File: src/rtl/wb_stage_pkg.sv
// Shared write-back encodings and the load misalignment rule for the MEM/WB stage.
package wb_stage_pkg;

    localparam logic [1:0] WB_ALU  = 2'd0;
    localparam logic [1:0] WB_LOAD = 2'd1;
    localparam logic [1:0] WB_LINK = 2'd2;

    localparam logic [2:0] LD_LB  = 3'd0;
    localparam logic [2:0] LD_LBU = 3'd1;
    localparam logic [2:0] LD_LH  = 3'd2;
    localparam logic [2:0] LD_LHU = 3'd3;
    localparam logic [2:0] LD_LW  = 3'd4;

    localparam logic [4:0] REG_ZERO = 5'd0;

    // Encodings 5-7 of load_type behave as LW, so they fall into the default arm.
    function automatic logic load_misaligned(input logic [1:0] wb_sel,
                                             input logic [2:0] load_type,
                                             input logic [1:0] addr_lo);
        logic m;
        m = 1'b0;
        if (wb_sel == WB_LOAD) begin
            case (load_type)
                LD_LB, LD_LBU: m = 1'b0;
                LD_LH, LD_LHU: m = addr_lo[0];
                default:       m = (addr_lo != 2'd0);
            endcase
        end
        return m;
    endfunction

endpackage

File: src/rtl/wb_stage_load_extend.sv
// Big-endian byte/halfword lane select with sign or zero extension for loads.
module load_extend
    import wb_stage_pkg::*;
(
    input  logic [31:0] data,
    input  logic [1:0]  addr_lo,
    input  logic [2:0]  load_type,
    output logic [31:0] value
);

    logic [7:0]  byte_lane;
    logic [15:0] half_lane;

    always_comb begin
        case (addr_lo)
            2'd0:    byte_lane = data[31:24];
            2'd1:    byte_lane = data[23:16];
            2'd2:    byte_lane = data[15:8];
            default: byte_lane = data[7:0];
        endcase
        half_lane = addr_lo[1] ? data[15:0] : data[31:16];
    end

    always_comb begin
        case (load_type)
            LD_LB:   value = {{24{byte_lane[7]}}, byte_lane};
            LD_LBU:  value = {24'd0, byte_lane};
            LD_LH:   value = {{16{half_lane[15]}}, half_lane};
            LD_LHU:  value = {16'd0, half_lane};
            default: value = data;
        endcase
    end

endmodule

File: src/rtl/wb_stage.sv
// MEM/WB pipeline register, write-back data select, misaligned-load flag and retire counter.
module wb_stage
    import wb_stage_pkg::*;
#(
    parameter int CNT_W = 32
) (
    input  logic             CLK,
    input  logic             RST,
    input  logic             stall,
    input  logic             flush,
    input  logic             mem_valid,
    input  logic             mem_reg_write,
    input  logic [4:0]       mem_rd,
    input  logic [1:0]       mem_wb_sel,
    input  logic [2:0]       mem_load_type,
    input  logic [1:0]       mem_addr_lo,
    input  logic [31:0]      mem_alu_res,
    input  logic [31:0]      mem_load_data,
    input  logic [31:0]      mem_pc8,
    output logic [4:0]       rwd,
    output logic [31:0]      wb_data,
    output logic             wb_valid,
    output logic             wb_misalign,
    output logic [CNT_W-1:0] retired_count
);

    logic        valid_q;
    logic        reg_write_q;
    logic [4:0]  rd_q;
    logic [1:0]  wb_sel_q;
    logic [2:0]  load_type_q;
    logic [1:0]  addr_lo_q;
    logic [31:0] alu_res_q;
    logic [31:0] load_data_q;
    logic [31:0] pc8_q;
    logic [31:0] load_value;
    logic        mem_misalign;
    logic        wb_mis_raw;

    assign mem_misalign = load_misaligned(mem_wb_sel, mem_load_type, mem_addr_lo);

    // A flushed bubble only needs valid/reg_write cleared; the datapath fields just hold.
    always_ff @(posedge CLK or posedge RST) begin
        if (RST) begin
            valid_q       <= 1'b0;
            reg_write_q   <= 1'b0;
            rd_q          <= REG_ZERO;
            wb_sel_q      <= WB_ALU;
            load_type_q   <= LD_LW;
            addr_lo_q     <= 2'd0;
            alu_res_q     <= 32'd0;
            load_data_q   <= 32'd0;
            pc8_q         <= 32'd0;
            retired_count <= '0;
        end else if (flush) begin
            valid_q     <= 1'b0;
            reg_write_q <= 1'b0;
        end else if (!stall) begin
            valid_q     <= mem_valid;
            reg_write_q <= mem_reg_write;
            rd_q        <= mem_rd;
            wb_sel_q    <= mem_wb_sel;
            load_type_q <= mem_load_type;
            addr_lo_q   <= mem_addr_lo;
            alu_res_q   <= mem_alu_res;
            load_data_q <= mem_load_data;
            pc8_q       <= mem_pc8;
            if (mem_valid && !mem_misalign)
                retired_count <= retired_count + CNT_W'(1);
        end
    end

    load_extend u_load_extend (
        .data      (load_data_q),
        .addr_lo   (addr_lo_q),
        .load_type (load_type_q),
        .value     (load_value)
    );

    assign wb_mis_raw  = load_misaligned(wb_sel_q, load_type_q, addr_lo_q);
    assign wb_misalign = valid_q & wb_mis_raw;
    assign wb_valid    = valid_q;
    assign rwd         = (valid_q && reg_write_q && !wb_mis_raw) ? rd_q : REG_ZERO;

    always_comb begin
        case (wb_sel_q)
            WB_LOAD: wb_data = load_value;
            WB_LINK: wb_data = pc8_q;
            default: wb_data = alu_res_q;
        endcase
    end

endmodule

File: config.mk
export PLATFORM = sky130hd
export DESIGN_NAME = wb_stage
export DESIGN_NICKNAME = d
export VERILOG_FILES = /design/src/rtl/wb_stage_pkg.sv /design/src/rtl/wb_stage_load_extend.sv /design/src/rtl/wb_stage.sv
export SDC_FILE = /design/constraint.sdc
export NUM_CORES = 1
export LEC_CHECK = 0
export ABC_AREA = 1
export BUFFER_PORTS_ARGS = -buffer_cell sky130_fd_sc_hd__buf_2
export CELL_PAD_IN_SITES_DETAIL_PLACEMENT = 1
export CELL_PAD_IN_SITES_GLOBAL_PLACEMENT = 1
export CORE_UTILIZATION = 41
export CTS_CLUSTER_DIAMETER = 120
export DETAILED_ROUTE_END_ITERATION = 8
export GPL_TIMING_DRIVEN = 0
export PLACE_DENSITY = 0.94
export REMOVE_ABC_BUFFERS = 1
export SETUP_SLACK_MARGIN = 0.3
export SLEW_MARGIN = 20
export SYNTH_ARGS = -nofsm -noshare
export SYNTH_HDL_FRONTEND = slang
export SYNTH_SLANG_ARGS = --single-unit
File: constraint.sdc
create_clock -name CLK -period 11.8 [get_ports CLK]
set_input_delay 1.77 -clock CLK [delete_from_list [all_inputs] [get_ports CLK]]
set_output_delay 1.77 -clock CLK [all_outputs]
set_load 0.01 [all_outputs]
==> results.md <==
- Total gr overflow: 0
- RD Place Congestion: 0.851
- RSZ-0062 raised after global routing: no
- Number of global-route vias before repair: 8115
- Most common cell in the synthesized netlist: nand2_1
- Worst-Skew Late Latency: 0.42 ns
- GRT Util Overall: 27.8%
- Relative slew slack: 37.4%
- HP Start: alu_res_q[6]$_DFFE_PP0P_
- Clock Skews: 0.00514 ns
- Die area: 19000 um^2
- Final Max Tran Viols: 0
- Final Power: 1520 uW
- IO buf count: 184
- VDD IR max: 106 uV
- Hold depth: 2
- Ys async rst share: 100%
- Worst path most repeated cell: a21oi_1
- Critical path fanouts, max: 26
- Status: completed
- Synthesized flop and latch total: 142
- CP required: 10.03 ns
- Mapped Cells: 1064
- Top cells by count, synth: nand2_1, dfrtp_1, nor2_1
- YS warnings: 0
- CP peak stage delay: 0.74 ns
- Die Ht: 138 um
- Startpoint types: flip-flop
- Yosys top cell by area: dfrtp_1
- Top_reg_cell synth: dfrtp_1
- Fin util: 51.7%
- PostCTS Resize Cnt: 0
- NumNets Final: 1342
- CP Capture Type: primary output
- Lkg Pwr: 0.00489 uW
- First-pass GRT wire length: 40200 um
- Share of the synthesized area in the top cell type: 46.7%
- Reg2reg setup slack: 10.12 ns
- Clock sinks: 142
- Synth unique cells: 31
- Core area: 18000 um^2
- CP cell instances: inv_1 -> ha_1 -> clkinv_1 -> a21oi_1 -> nand2_2 -> a21oi_1 -> buf_2
- Hold Path End: alu_res_q[6]$_DFFE_PP0P_
- R2r startpoint: retired_count[0]$_DFFE_PP0P_
- Maxcap violations: 0
- Pwr per Cell Area: 163 nW/um^2
- Worst hold margin: 0.476 ns
- Dpl hpwl: 17300 um
- TritonCTS clock tree: yes
- Post-route ant nets: 0
- # setup viols final: 0
- Initial antenna violation count: 9
- Cts hold-fix bufs: 0
- Root buffer cell: clkbuf_16
- Drt wl/cell: 17.1 um
- Via count: 7672
- Inst Count DP: 1435
- Syn Std Cell Area: 7560 um^2
- Min-Delay Path Class: reg -> reg
- CTS Buf Count: 17
- Largest cells by area after synthesis: dfrtp_1, nand2_1, a21oi_1
- Setup TNS: 0 ns
- Final Hold Viols: 0
- H-tree depth: 4
- Final Non-Filler Cells: 1473
- Largest net degree at the start of global routing: 87
- Number of synthesized flops with an enable pin: 0
- Avg Cell Area, Syn: 7.11 um^2
- Layout cells sized above 1: 20.5%
- Crit Path Class: reg -> out
- Length of the first detailed-routing pass in iterations: 4
- DR DRC count: 0
- Initial Util: 41.9%
- WP data arrival: 2.87 ns
- Final WL: 25200 um
- Initial DRC count: 390
- Row Count: 49
- R2R cell count: 10
- Actual slew at the worst max-slew pin: 0.939 ns
- Number of top-level pins: 185
- Period utilization: 39.3%
- Setup Buffers After CTS: 0
- Via density: 5.21
- Critical Path Slowest Stage Cell: clkinv_1
- Synth-to-Final Area Change: 23.3%
- FF-to-FF End: retired_count[28]$_DFFE_PP0P_
- DIE WIDTH: 138 um
- Sequential share of the synthesized area: 47.0%
- Bufs on Longest Clock Path: 2
- Post-layout min period: 4.64 ns
- Fmax: 0.215 GHz
- Clock transition at path regs: 0.06 ns
-- layer usage --
layer | share of wire [%] | track usage, % | routed length [um] | vias up
li1 | - | - | - | 3645
met2 | 51 | 49.7 | 12900 | 221
met4 | 3.6 | 13.7 | 898 | 4
met5 | 0.079 | 0 | 20 | -
met1 | 39 | 30.7 | 9930 | 3735
met3 | 5.6 | 6.62 | 1410 | 67
-- layout by cell type, fill, tap and decap left out, types with 8 or more instances in the layout --
cell	netlist	final
buf_2	15	184
nor2_1	89	89
dfrtp_1	141	141
o21ai_0	52	52
inv_1	72	70
diode_2	0	8
xor2_1	14	14
nand2_1	483	483
clkbuf_16	0	17
a21oi_1	82	82
nand3_1	32	32
a21oi_2	9	9
-- cells by family after synthesis --
family / Yosys count / synth area share [%]
adders and majority gates: 3 / 0.496
AOI/OAI and AO/OA: 152 / 10.8
and+or+nand+nor: 626 / 33.0
DFF: 142 / 47.0
buffers and inverters: 125 / 6.85
xor gates and xnor gates: 16 / 1.85
-- how the worst max path moves through the flow --
stage                                  from                       endpoint  slack (ns)
floorplan                             flush  retired_count[20]$_DFFE_PP0P_        5.18
global placement                      flush  retired_count[20]$_DFFE_PP0P_        2.26
detailed placement                    flush  retired_count[20]$_DFFE_PP0P_        7.56
CTS                 wb_sel_q[1]$_DFFE_PP0P_                    wb_data[20]        7.12
global route        wb_sel_q[1]$_DFFE_PP0P_                    wb_data[20]        6.99
finish              wb_sel_q[1]$_DFFE_PP0P_                    wb_data[20]        7.16
-- registers in the layout, indices dropped and copies added (netlist names) --
name           count
addr_lo_q          2
alu_res_q         32
load_data_q       32
load_type_q        3
pc8_q             32
rd_q               5
reg_write_q        1
retired_count     32
wb_sel_q           2
wb_valid           1
-- final cells by class --
class	instances	area [um^2]
fillers	2354	8700
flip-flops and latches	142	3550
multi-input cells	797	3500
repair buffers	189	1040
clock buffers	19	443
inverters	78	310
well taps	229	287
clock inverters	11	166
diodes	8	20.0
-- critical path, delay by kind of cell (launching register included) --
kind	cells	cell delay, ns
AO/OA/AOI/OAI	2	0.64
adder cells (fa/ha/maj)	1	0.35
buffers and inverters	3	0.98
flip-flops	1	0.38
AND/OR/NAND/NOR	1	0.08
-- report_power, final --
group / switching (uW) / leakage, uW / internal, uW
Sequential: 50.0 / 0.00178 / 543
Combinational: 229 / 0.00281 / 125
Clock: 216 / 0.000291 / 356
-- stage by stage --
step,worst slack (ns),area [um^2]
floorplan,5.18,7340
global placement,2.26,8550
detailed placement,7.56,8690
CTS,7.12,9300
global route,6.99,9310
finish,7.16,9320
No activity file was read; power rests on OpenSTA's default activity.
